File: src/rtl/mem_io_bridge.sv
// Purpose: byte-bus bridge from the CPU to a synchronous RAM and memory-mapped I/O (UART TX FIFO, RX pop, cycle counter, halt).
// Latency: read data reaches cpu_din exactly one cycle after the address. Writes take effect at the clock edge that ends the access cycle.
// Backpressure: the UART drains the TX FIFO through tx_valid/tx_ready. The CPU sees io_buffer_full, and a push to a full FIFO is dropped.
//
// Ports:
//   clk_in, rst_in (async, active-low), rdy_in        clock, reset, CPU ready
//   cpu_a, cpu_dout, cpu_wr -> cpu_din                CPU byte bus
//   io_buffer_full                                    TX FIFO near-full flag to the CPU
//   ram_a, ram_we, ram_wdata, ram_rdata               synchronous RAM; read data arrives the cycle after ram_a
//   tx_data, tx_valid, tx_ready                       UART transmit stream
//   rx_data, rx_empty -> rx_pop                       UART receive queue head and pop strobe
//   halt                                              sticky program-stop flag
// Optional build macro BRIDGE_ADDR_CHECK_EN adds the sticky 'err' output and
// blocks RAM writes to the unpopulated 0x20000..0x2FFFF window.

module mem_io_bridge #(
    parameter int TX_DEPTH    = 16,
    parameter int FULL_MARGIN = 2,
    parameter int RAM_AW      = 17
) (
    input  logic              clk_in,
    input  logic              rst_in,
    input  logic              rdy_in,
    input  logic [31:0]       cpu_a,
    input  logic [7:0]        cpu_dout,
    input  logic              cpu_wr,
    output logic [7:0]        cpu_din,
    output logic              io_buffer_full,
    output logic [RAM_AW-1:0] ram_a,
    output logic              ram_we,
    output logic [7:0]        ram_wdata,
    input  logic [7:0]        ram_rdata,
    output logic [7:0]        tx_data,
    output logic              tx_valid,
    input  logic              tx_ready,
    input  logic [7:0]        rx_data,
    input  logic              rx_empty,
    output logic              rx_pop,
    output logic              halt
`ifdef BRIDGE_ADDR_CHECK_EN
    ,
    output logic              err
`endif
);

    localparam int PW = $clog2(TX_DEPTH);
    localparam int CW = PW + 1;
    localparam logic [CW-1:0] DEPTH_C   = CW'(TX_DEPTH);
    localparam logic [CW-1:0] FULL_TH_C = CW'(TX_DEPTH - FULL_MARGIN);

    typedef enum logic {SEL_RAM, SEL_IO} sel_e;

    // Address decode
    logic        is_io;
    logic [15:0] io_off;
    logic        rd_acc;
    logic        wr_acc;
    logic        unused_addr_bits;

    assign is_io            = (cpu_a[17:16] == 2'b11);
    assign io_off           = cpu_a[15:0];
    assign rd_acc           = rdy_in & ~cpu_wr;
    assign wr_acc           = rdy_in & cpu_wr;
    assign unused_addr_bits = ^cpu_a[31:18];

    assign ram_a     = cpu_a[RAM_AW-1:0];
    assign ram_wdata = cpu_dout;

`ifdef BRIDGE_ADDR_CHECK_EN
    logic hi_ram;
    assign hi_ram = ~is_io & cpu_a[17];
    assign ram_we = wr_acc & ~is_io & ~hi_ram;
`else
    assign ram_we = wr_acc & ~is_io;
`endif

    // TX FIFO state
    logic [7:0]    fifo_mem [TX_DEPTH];
    logic [PW-1:0] wr_ptr_q, rd_ptr_q;
    logic [CW-1:0] cnt_q, cnt_d;
    logic          full_q;

    logic       push_req, push, pop, fifo_full;
    logic [7:0] push_dat;
    logic       halt_wr;

    assign halt_wr   = wr_acc & is_io & (io_off == 16'h0004);
    assign push_req  = (wr_acc & is_io & (io_off == 16'h0000) & (cpu_dout != 8'h00)) | halt_wr;
    assign push_dat  = halt_wr ? 8'h00 : cpu_dout;
    assign tx_valid  = (cnt_q != '0);
    assign pop       = tx_valid & tx_ready;
    assign fifo_full = (cnt_q == DEPTH_C);
    // A same-cycle pop frees the head slot, so a full FIFO still accepts the push.
    assign push      = push_req & (~fifo_full | pop);

    // Gate the head with tx_valid so tx_data is 0 whenever the FIFO is empty, including during reset.
    assign tx_data        = tx_valid ? fifo_mem[rd_ptr_q] : 8'h00;
    assign io_buffer_full = full_q;

    always_comb begin
        cnt_d = cnt_q;
        case ({push, pop})
            2'b10:   cnt_d = cnt_q + CW'(1);
            2'b01:   cnt_d = cnt_q - CW'(1);
            default: cnt_d = cnt_q;
        endcase
    end

    always_ff @(posedge clk_in) begin
        if (push) fifo_mem[wr_ptr_q] <= push_dat;
    end

    // Read path
    logic [31:0] cyc_q;
    logic [31:0] snap_q;
    logic [7:0]  dat_q;
    logic        rd_vld_q;
    sel_e        sel_q;
    logic        halt_q;
    logic        snap_ld;
    logic [7:0]  io_rdat;

    assign snap_ld = rd_acc & is_io & (io_off == 16'h0004);

    always_comb begin
        io_rdat = 8'h00;
        if (io_off == 16'h0000) begin
            io_rdat = rx_empty ? 8'h00 : rx_data;
        end else if (io_off[15:2] == 14'h0001) begin
            // Byte 0 comes from the live counter because the snapshot loads in this same cycle.
            io_rdat = (io_off[1:0] == 2'b00) ? cyc_q[7:0] : snap_q[8*io_off[1:0] +: 8];
        end
    end

    // RAM data passes straight through the cycle after a RAM read. In every
    // other case cpu_din comes from dat_q, which keeps the last value shown.
    assign cpu_din = (rd_vld_q && sel_q == SEL_RAM) ? ram_rdata : dat_q;

    // rx_pop is gated by reset so that it stays low while reset is asserted.
    assign rx_pop  = rst_in & rd_acc & is_io & (io_off == 16'h0000) & ~rx_empty;
    assign halt    = halt_q;

    always_ff @(posedge clk_in or negedge rst_in) begin
        if (!rst_in) begin
            wr_ptr_q <= '0;
            rd_ptr_q <= '0;
            cnt_q    <= '0;
            full_q   <= 1'b0;
            cyc_q    <= 32'd0;
            snap_q   <= 32'd0;
            dat_q    <= 8'h00;
            rd_vld_q <= 1'b0;
            sel_q    <= SEL_RAM;
            halt_q   <= 1'b0;
        end else begin
            if (push) wr_ptr_q <= wr_ptr_q + PW'(1);
            if (pop)  rd_ptr_q <= rd_ptr_q + PW'(1);
            cnt_q  <= cnt_d;
            full_q <= (cnt_d >= FULL_TH_C);

            if (rdy_in) cyc_q <= cyc_q + 32'd1;
            if (snap_ld) snap_q <= cyc_q;
            if (halt_wr) halt_q <= 1'b1;

            if (rd_acc) begin
                rd_vld_q <= 1'b1;
                sel_q    <= is_io ? SEL_IO : SEL_RAM;
                if (is_io) dat_q <= io_rdat;
            end else begin
                rd_vld_q <= 1'b0;
                dat_q    <= cpu_din;
            end
        end
    end

`ifdef BRIDGE_ADDR_CHECK_EN
    logic err_q;
    assign err = err_q;
    always_ff @(posedge clk_in or negedge rst_in) begin
        if (!rst_in) begin
            err_q <= 1'b0;
        end else if ((rdy_in & hi_ram) | (push_req & fifo_full & ~pop)) begin
            err_q <= 1'b1;
        end
    end
`endif

endmodule

File: config.mk
export PLATFORM = sky130hd
export DESIGN_NAME = mem_io_bridge
export DESIGN_NICKNAME = d
export VERILOG_FILES = /design/src/rtl/mem_io_bridge.sv
export SDC_FILE = /design/constraint.sdc
export NUM_CORES = 1
export LEC_CHECK = 0
export BUFFER_PORTS_ARGS = -buffer_cell sky130_fd_sc_hd__buf_2
export CORE_MARGIN = 2
export CORE_UTILIZATION = 50
export DETAILED_ROUTE_END_ITERATION = 6
export PLACE_DENSITY = 0.76
export SYNTH_ARGS = -nofsm -noshare
export SYNTH_HDL_FRONTEND = slang
export SYNTH_SLANG_ARGS = --single-unit
File: constraint.sdc
create_clock -name clk_in -period 4.4 [get_ports clk_in]
set_clock_uncertainty 0.1 [all_clocks]
set_input_delay 0.88 -clock clk_in [delete_from_list [all_inputs] [get_ports clk_in]]
set_output_delay 0.88 -clock clk_in [all_outputs]
set_load 0.02 [all_outputs]
==> run summary, run 1 <==
Status = finished with violations
Violated checks = DRC
Total power = 5.53 mW
# fillers = 1339
Register share of total power = 0.426
Classification of the worst setup path = reg -> out
Final Max Slew Viols = 0
Wirelength, routed = 18.9 mm
Layout overhead on the synthesized area = 14.0%
First-pass DRT Iterations = 7
Min-delay worst type = reg -> reg
First-pass GRT wire length = 29.5 mm
Initial antenna violation count = 0
Synth cell types = 45
Layout cells sized above 1 = 0.330
PortBufs = 93
Top sig layer = met4
Setup TNS = 0 ps
Cts hold-fix bufs = 0
Metal1 wirelength = 7.89 mm
Grt ovf = 0
Clk buf depth = 3
Top FF cell, synth = edfxtp_1
Synth warn = 0
Pwr/cell area = 524 nW/um^2
Final Util = 0.584
Largest net degree at the start of global routing = 82
Iteration-0 DRC Markers = 399
Comb pwr share = 0.238
Leak Pwr = 4.19 nW
Register Area = 5870 sq um
RSZ-0062 raised after global routing = false
Post-CTS Setup Inserts = 0
Sequential share of the synthesized area = 0.634
Post-Synthesis Cells = 578
Part of the power in the clock network = 0.336
Vias in the first global route = 5423
Slew headroom = 0.284
Worst-path maximum fanout = 20
Register bit total from synthesis = 209
Total track usage = 0.196
Max VDD drop = 301 uV
Site Rows = 49
Final hold vios = 0
Clock sink total = 209
Cts bufs inserted = 23
Ant. Diodes = 0
Number of synthesized flops with an enable pin = 128
Vias per Instance = 5.78
Core area = 18100 sq um
Endpoints failing setup = 0
Die span in y = 140 um
Initial Utilization = 0.512
DR DRC count = 5
Syn_nets = 650
Async SR Flop Fraction = 0.388
Placed wire-length estimate = 12.7 mm
Int Power = 3.98 mW
Met2 wire length = 9.49 mm
CP startpoint = rd_ptr_q[0]$_DFFE_PN0N_
Max-cap violations = 0
Clock Tree Root = clkbuf_16
Sw frac = 0.281
Die area = 19600 sq um
Required time worst endpoint = 3420 ps
# nets final = 731
Final ANT Viol Nets = 0
RePlAce Congestion = 0.845
Critical path capture point type = output pin
Max frequency = 257 MHz
Crit path launch type = flop
Die width = 140 um
Final non-filler cell total = 905
# placed instances = 863
CP Data Arrival Time = 2910 ps
RR Startpoint = cnt_q[1]$_DFF_PN0_
Worst slew pin tran = 1070 ps
DR WL/cell = 20.9 um
Switching power = 1.55 mW
H-Tree Depth = 1
Avg Synthesized Cell Area = 16.0 sq um
Multi-input gate area = 3040 sq um
Routed length on met3 = 952 um
Post-CTS sizing = 0
Fin crit share = 0.885
Hold Startpoint = sel_q$_DFFE_PN0P_
TritonCTS clock tree = done
Num ports = 108
Post-Syn Area = 9270 sq um
Clock-pin slew of the registers on the worst-case setup and hold paths = 60 ps
Skew-Pair Late Insertion Delay = 520 ps
Tmin final = 3890 ps
DR vias = 5227
==> layout by cell type (no fill, tap or decap), types with 5 or more instances in the layout <==
master     count
buf_4         13
clkbuf_1       6
nor3_1         8
dfrtp_1       80
nor2_1        24
xor2_1         6
nor2b_1       17
and2_1        12
o31ai_1        8
clkbuf_16     23
xnor2_1       34
mux4_2        40
nand3_1       13
mux4_1         8
a221oi_1       8
mux2_2        31
nand2_1       29
buf_2         92
inv_1         13
and3_1         5
ha_1           9
edfxtp_1     128
and4_1         5
nand4_1       13
==> power groups by stage <==
stage	clock (mW)	combinational [mW]	sequential, mW
2_1_floorplan	0	1.07	2.29
3_3_place_gp	0	1.30	2.39
3_5_place_dp	0	1.33	2.39
4_1_cts	1.90	1.33	2.36
5_1_grt	1.98	1.42	2.38
6_report	1.86	1.32	2.35
==> cell type report <==
cell class | count | share of cell area
Clock buffer | 29 | 0.0566
Clock inverter | 13 | 0.0134
Inverter | 13 | 0.00462
Multi-Input combinational cell | 306 | 0.288
Sequential cell | 209 | 0.556
Tap cell | 229 | 0.0271
Timing Repair Buffer | 106 | 0.0547
==> Yosys cell counts, types with 2 or more instances <==
cell      number  area (sq um)
a21o_1         4          30.0
a221oi_1       8          70.1
and2_1        12          75.1
and3_1         5          31.3
and4_1         5          43.8
buf_1          2          7.51
buf_2          7          35.0
buf_4         26           195
buf_6          2          22.5
clkbuf_1      13          48.8
dfrtp_1       81          2030
edfxtp_1     128          3840
ha_1           9           113
inv_1         13          48.8
mux2_1         2          22.5
mux2_2        31           349
mux2_4         3          45.0
mux4_1         8           210
mux4_2        40           901
nand2_1       29           109
nand2b_1       3          18.8
nand3_1       13          65.1
nand4_1       13          81.3
nand4b_1       2          17.5
nor2_1        24          90.1
nor2b_1       17           106
nor3_1         8          40.0
nor4_1         4          25.0
nor4_4         2          42.5
o21ai_1        2          10.0
o31ai_1        8          60.1
or4_1          2          15.0
or4_4          2          22.5
xnor2_1       34           298
xor2_1         6          52.6
==> cell families after synthesis <==
group / share of synthesized area
buf+inv: 0.0386
xor+xnor: 0.0378
mux: 0.165
flops: 0.634
compound gates: 0.0219
fa+ha+maj: 0.0143
simple gates: 0.0889
==> registers in the layout, indices dropped and copies added (netlist names) <==
| signal | count |
|---|---|
| fifo_mem | 128 |
| wr_ptr_q | 4 |
| sel_q | 1 |
| halt | 1 |
| dat_q | 8 |
| snap_q | 24 |
| rd_ptr_q | 4 |
| io_buffer_full | 1 |
| cnt_q | 5 |
| cyc_q | 32 |
| rd_vld_q | 1 |
==> layer usage <==
metal  global-route usage  up-vias
li1                     -     2339
met1                0.265     2663
met2                0.328      179
met3               0.0301       46
met4               0.0718        0
met5                    0        -
==> worst max-delay path, cell delays in order, from the launching register on <==
cell     delay, ps
dfrtp_2        720
buf_12         280
mux4_2         560
mux4_2         480
nor2b_1        150
buf_2          200
==> metrics by stage <==
step	instance area [sq um]	hold slack (ps)	setup slack [ps]
final	10600	375	505
after global routing	10600	395	386
after CTS	10600	377	476
after detailed placement	9820	354	444
after global placement	9820	354	476
after floorplan	9270	339	832
==> worst paths after layout <==
| check | cells past startpoint | endpoint | slack [ps] |
|---|---|---|---|
| setup reg to reg | 10 | io_buffer_full$_DFF_PN0_ | 1150 |
| min in group asynchronous | 2 | snap_q[16]$_DFFE_PN0P_ | 540 |
| hold / removal | 1 | sel_q$_DFFE_PN0P_ | 380 |
| max in group asynchronous | 2 | rd_ptr_q[0]$_DFFE_PN0N_ | 2930 |
| setup / recovery | 5 | tx_data[1] | 510 |
| hold reg to reg | 1 | sel_q$_DFFE_PN0P_ | 380 |
(Power assumes the default switching activity.)
==> run 2: changes to the inputs <==
--- a/config.mk
+++ b/config.mk
@@ -9,7 +9,8 @@
 export CORE_MARGIN = 2
 export CORE_UTILIZATION = 50
 export DETAILED_ROUTE_END_ITERATION = 6
-export PLACE_DENSITY = 0.76
+export GPL_TIMING_DRIVEN = 0
+export PLACE_DENSITY = 0.68
 export SYNTH_ARGS = -nofsm -noshare
 export SYNTH_HDL_FRONTEND = slang
 export SYNTH_SLANG_ARGS = --single-unit
==> run 2 against run 1 <==
The flow still finishes with violations (DRC). Total power is 0.28% lower. Via count increased by 1.4%. Sequential cell count unchanged. Routed wire length up 2.9%. Register-to-register slack worse by 50 ps. Clock-buffer cell count unchanged. First-iteration DRC count fell by 4.8%. Core utilization up 1.1 points. Critical endpoint unchanged.
==> run summary, run 2 (synthesis gave the netlist of run 1 again) <==
Setup TNS = 0 ps (unchanged)
Die width = 140 um (unchanged)
Max-cap violations = 0 (unchanged)
Cts bufs inserted = 22 (-4.3%)
Required time worst endpoint = 3420 ps (about the same)
Reg2reg setup slack = 1100 ps (-50 ps)
Clock sink total = 209 (unchanged)
Core area = 18100 sq um (unchanged)
DR vias = 5299 (+1.4%)
Clock Tree Root = clkbuf_16
Min-delay worst type = in -> async
Commonest non-fill, non-tap cell in the layout = edfxtp_1
Worst-path maximum fanout = 10 (-50%)
Crit path launch type = flop
Endpoints failing setup = 0 (unchanged)
Initial antenna violation count = 1 (+1)
PortBufs = 91 (-2.2%)
Die span in y = 140 um (unchanged)
Worst setup endpoint = tx_data[1]
TritonCTS clock tree = done
Register with the most flip-flops = fifo_mem
Final Max Slew Viols = 0 (unchanged)
Layout cells sized above 1 = 0.343 (+0.0133)
Initial Utilization = 0.512 (unchanged)
First-pass DRT Iterations = 6 (-1)
Max reg flops = 128 (unchanged)
Vias per Instance = 5.64 (-2.4%)
Post-CTS sizing = 0 (unchanged)
Classification of the worst setup path = reg -> out
Violated checks = DRC
Leak Pwr = 4.31 nW (+2.9%)
Worst hold slack = 229 ps (-146 ps)
# nets final = 767 (+4.9%)
Vias in the first global route = 5612 (+3.5%)
Skew-Pair Late Insertion Delay = 500 ps (-20 ps)
Fin crit share = 0.944 (+0.0586)
Layout overhead on the synthesized area = 16.1%
RR Startpoint = cnt_q[1]$_DFF_PN0_
Status = finished with violations
Worst slew pin tran = 1340 ps (+271 ps)
RSZ-0062 raised after global routing = false
Ant. Diodes = 0 (unchanged)
Critical path capture point type = output pin
Site Rows = 49 (unchanged)
Largest net degree at the start of global routing = 52 (-37%)
Pwr/cell area = 513 nW/um^2 (-2.1%)
Final ANT Viol Nets = 0 (unchanged)
Grt ovf = 0 (unchanged)
Cells on worst reg2reg path = 10 (unchanged)
Tmin final = 4150 ps (+258 ps)
Total track usage = 0.206 (+0.0100)
Clock-pin slew of the registers on the worst-case setup and hold paths = 60 ps (about the same)
H-Tree Depth = 1 (unchanged)
First-pass GRT wire length = 31.1 mm (+5.4%)
RePlAce Congestion = 0.847 (+0.21%)
Num ports = 108 (unchanged)
Placed wire-length estimate = 14.2 mm (+12%)
Final hold vios = 0 (unchanged)
Max frequency = 241 MHz (-6.2%)
Most frequent cells in the layout = edfxtp_1, buf_2, dfrtp_1, mux4_2, xnor2_1
# placed instances = 899 (+4.2%)
Slew headroom = 0.103 (-0.181)
CP Data Arrival Time = 3170 ps (+260 ps)
Clk buf depth = 3 (unchanged)
Largest regs = fifo_mem: 128 flops, cyc_q: 32 flops, snap_q: 24 flops
Reg-to-reg endpoint = io_buffer_full$_DFF_PN0_
Die area = 19600 sq um (unchanged)
Final non-filler cell total = 940 (+3.9%)
Cts hold-fix bufs = 0 (unchanged)
Iteration-0 DRC Markers = 380 (-4.8%)
DR DRC count = 2 (-3)
Max VDD drop = 323 uV (+7.1%)
CP startpoint = rd_ptr_q[0]$_DFFE_PN0N_
DR WL/cell = 20.7 um (-0.92%)
Wirelength, routed = 19.5 mm (+2.9%)
Post-CTS Setup Inserts = 0 (unchanged)
## run 2: how the worst min path moves through the flow
stage / slack [ps] / to
global placement: 350 / halt$_DFFE_PN0P_
floorplan: 340 / cyc_q[31]$_DFFE_PN0P_
detailed placement: 350 / halt$_DFFE_PN0P_
global route: 250 / rd_ptr_q[0]$_DFFE_PN0N_
finish: 230 / cyc_q[12]$_DFFE_PN0P_
CTS: 230 / cyc_q[12]$_DFFE_PN0P_
## run 2: per-layer routing
metal	track usage	vias up	routed length, um
met5	0	-	11
met4	0.0696	2	628
met3	0.0325	44	962
met2	0.365	139	10200
met1	0.262	2704	7690
li1	-	2410	-
## run 2: cell type report
type	count	area, sq um
Tap cell	229	287
Fill cell	1363	7330
Multi-Input combinational cell	306	3050
Buffer	50	309
Clock buffer	29	587
Inverter	13	48.8
Timing Repair Buffer	93	493
Sequential cell	209	5870
Clock inverter	11	115
## run 2: metrics by stage
step           total power, mW  setup slack (ps)  instance area (sq um)   util
2_1_floorplan             3.36               832                   9270      -
3_3_place_gp              3.74               277                  10000  0.553
3_5_place_dp              3.78               169                  10000  0.555
4_1_cts                   5.57               170                  10700  0.594
5_1_grt                   5.75              72.8                  10800  0.595
6_report                  5.52               247                  10800  0.595
## run 2: report_power, final
part / total (mW) / switching [mW] / leakage, nW / internal [mW]
registers: 2.26 / 0.0822 / 2.22 / 2.18
logic: 1.45 / 0.738 / 1.74 / 0.717
clock network: 1.80 / 0.736 / 0.343 / 1.06
## run 2: critical path, stage by stage, from the launching register on
cell and delay [ps]:
dfrtp_1 350, clkbuf_1 440, buf_2 440, mux4_2 620, mux4_2 490, nor2b_1 140
buf_2 190
==> run 3: changes to the inputs <==
--- a/config.mk
+++ b/config.mk
@@ -7,10 +7,10 @@
 export LEC_CHECK = 0
 export BUFFER_PORTS_ARGS = -buffer_cell sky130_fd_sc_hd__buf_2
 export CORE_MARGIN = 2
-export CORE_UTILIZATION = 50
+export CORE_UTILIZATION = 55
 export DETAILED_ROUTE_END_ITERATION = 6
 export GPL_TIMING_DRIVEN = 0
-export PLACE_DENSITY = 0.68
+export PLACE_DENSITY = 0.74
 export SYNTH_ARGS = -nofsm -noshare
 export SYNTH_HDL_FRONTEND = slang
 export SYNTH_SLANG_ARGS = --single-unit
==> run 3 against run 2 <==
The run now ends clean. Sequential power barely moved. Sequential share of layout area fell by 0.063 points. Non-clock buffer count unchanged. Design area rose by 0.12%. Worst setup slack better by 23 ps. Combinational power about the same. Cell count decreased by 0.96%. Worst hold slack worse by 65 ps. Sequential cell count unchanged.
==> run summary, run 3 (synthesis gave the netlist of run 1 again) <==
Num ports = 108 (unchanged)
Tmin final = 4130 ps (-22.6 ps)
Register share of total power = 0.405 (-0.006)
Iteration-0 DRC Markers = 324 (-15%)
Comb pwr share = 0.263 (about the same)
Post-CTS sizing = 0 (unchanged)
Met2 usage = 0.400 (+0.0347)
DR DRC count = 0 (-2)
Initial Utilization = 0.561 (+0.0484)
Endpoints failing setup = 0 (unchanged)
Skew-Pair Late Insertion Delay = 500 ps (about the same)
Clock-pin slew of the registers on the worst-case setup and hold paths = 60 ps (about the same)
Core area = 16500 sq um (-8.6%)
Status = finished, final reports clean
Vias in the first global route = 5543 (-1.2%)
Wirelength, routed = 19.5 mm (about the same)
Grt ovf = 0 (unchanged)
Part of the power in the clock network = 0.332 (+0.006)
Max-cap violations = 0 (unchanged)
Die width = 134 um (-4.5%)
RePlAce Congestion = 0.896 (+5.7%)
Switching power = 1.55 mW (-0.12%)
Pwr/cell area = 519 nW/um^2 (+1.3%)
Min-delay worst type = in -> async
Largest net degree at the start of global routing = 63 (+21%)
Int Power = 4.04 mW (+2.0%)
Clk buf depth = 3 (unchanged)
Cts bufs inserted = 22 (unchanged)
Sw frac = 0.278 (-0.00428)
Busiest grt layer = met2
Fin crit share = 0.939 (-0.00513)
Die span in y = 134 um (-4.5%)
Final Max Slew Viols = 0 (unchanged)
Met1 global-route usage = 0.286 (+0.0246)
Final hold vios = 0 (unchanged)
Final setup margin = 270 ps (+22.6 ps)
TritonCTS clock tree = done
Met3 Use GR = 0.0351 (+0.00267)
Critical path capture point type = output pin
Classification of the worst setup path = reg -> out
Register with the most flip-flops = fifo_mem
Max VDD drop = 343 uV (+6.2%)
Setup TNS = 0 ps (unchanged)
DR vias = 5311 (+0.23%)
Slew headroom = 0.0797 (-0.0234)
Vias per Instance = 5.70 (+1.2%)
Ant. Diodes = 0 (unchanged)
Most frequent cells in the layout = edfxtp_1, buf_2, dfrtp_1, mux4_2, xnor2_1
Total track usage = 0.226 (+0.0199)
Initial antenna violation count = 0 (-1)
Max frequency = 242 MHz (+0.55%)
DR WL/cell = 20.9 um (+1.0%)
Crit path launch type = flop
CP Data Arrival Time = 3150 ps (-20 ps)
Commonest non-fill, non-tap cell in the layout = edfxtp_1
Worst-path maximum fanout = 10 (unchanged)
Largest regs = fifo_mem: 128 flops, cyc_q: 32 flops, snap_q: 24 flops
First-pass DRT Iterations = 4 (-2)
Post-CTS Setup Inserts = 0 (unchanged)
Dpl ws = 282 ps (+113 ps)
Leak Pwr = 4.32 nW (+0.26%)
First-pass GRT wire length = 30.8 mm (-0.78%)
Required time worst endpoint = 3420 ps (about the same)
Final ANT Viol Nets = 0 (unchanged)
Die area = 17900 sq um (-8.8%)
Max reg flops = 128 (unchanged)
PortBufs = 91 (unchanged)
Layout overhead on the synthesized area = 16.3%
Cts hold-fix bufs = 0 (unchanged)
H-Tree Depth = 1 (unchanged)
Placed wire-length estimate = 13.8 mm (-2.7%)
Final Util = 0.652 (+0.0570)
Site Rows = 47 (-4.1%)
# nets final = 767 (unchanged)
Layout cells sized above 1 = 0.340 (-0.00281)
Worst slew pin tran = 1370 ps (+27.4 ps)
RSZ-0062 raised after global routing = false
Clock Tree Root = clkbuf_16
Clock sink total = 209 (unchanged)
==> run 3: cell types whose count changed in the layout (fill, tap and decap cells not counted), sizes merged <==
cell	before	now
clkbuf	43	47
clkinv	8	4
==> run 3: metal layers <==
metal  routed length, um  up-vias
met5                   0        -
met4                 649        0
met3                 778       36
li1                    -     2420
met2               10400      120
met1                7640     2735
==> run 3: final timing paths <==
check	to	slack, ps	from	depth (start not counted)
max in group asynchronous	cyc_q[23]$_DFFE_PN0P_	3430	rst_in	2
min in group clk_in	halt$_DFFE_PN0P_	380	halt$_DFFE_PN0P_	1
worst max register to register	io_buffer_full$_DFF_PN0_	1080	cnt_q[1]$_DFF_PN0_	10
worst min-delay path	cyc_q[15]$_DFFE_PN0P_	160	rst_in	1
worst min register to register	halt$_DFFE_PN0P_	380	halt$_DFFE_PN0P_	1
worst max-delay path	tx_data[3]	270	rd_ptr_q[0]$_DFFE_PN0N_	6
==> run 3: area by class of cell <==
type                            instances  area (sq um)
Tap cell                              220           275
Clock buffer                           33           653
Inverter                               13          48.8
Sequential cell                       209          5870
Clock inverter                          7          85.1
Fill cell                            1128          5750
Multi-Input combinational cell        306          3040
Buffer                                 50           309
Timing Repair Buffer                   93           493
==> run 3: through the flow <==
stage | power (mW) | instances | hold slack, ps | cell area [sq um]
after floorplan | 3.36 | 578 | 339 | 9270
after global placement | 3.72 | 889 | 358 | 10000
after detailed placement | 3.78 | 890 | 351 | 10000
after CTS | 5.65 | 930 | 155 | 10800
after global routing | 5.83 | 931 | 172 | 10800
final | 5.59 | 931 | 164 | 10800
==> run 3: power by group through the flow <==
stage | Sequential [mW] | Combinational, mW | Clock, mW
2_1_floorplan | 2.29 | 1.07 | 0
3_3_place_gp | 2.30 | 1.43 | 0
3_5_place_dp | 2.30 | 1.48 | 0
4_1_cts | 2.27 | 1.49 | 1.89
5_1_grt | 2.28 | 1.59 | 1.97
6_report | 2.27 | 1.47 | 1.86
==> run 3: critical path, cell delays in order, from the launching register on <==
cell and delay (ps):
dfrtp_1 350, clkbuf_1 370, buf_2 430, mux4_2 600, mux4_2 510, nor2b_1 170
buf_2 210
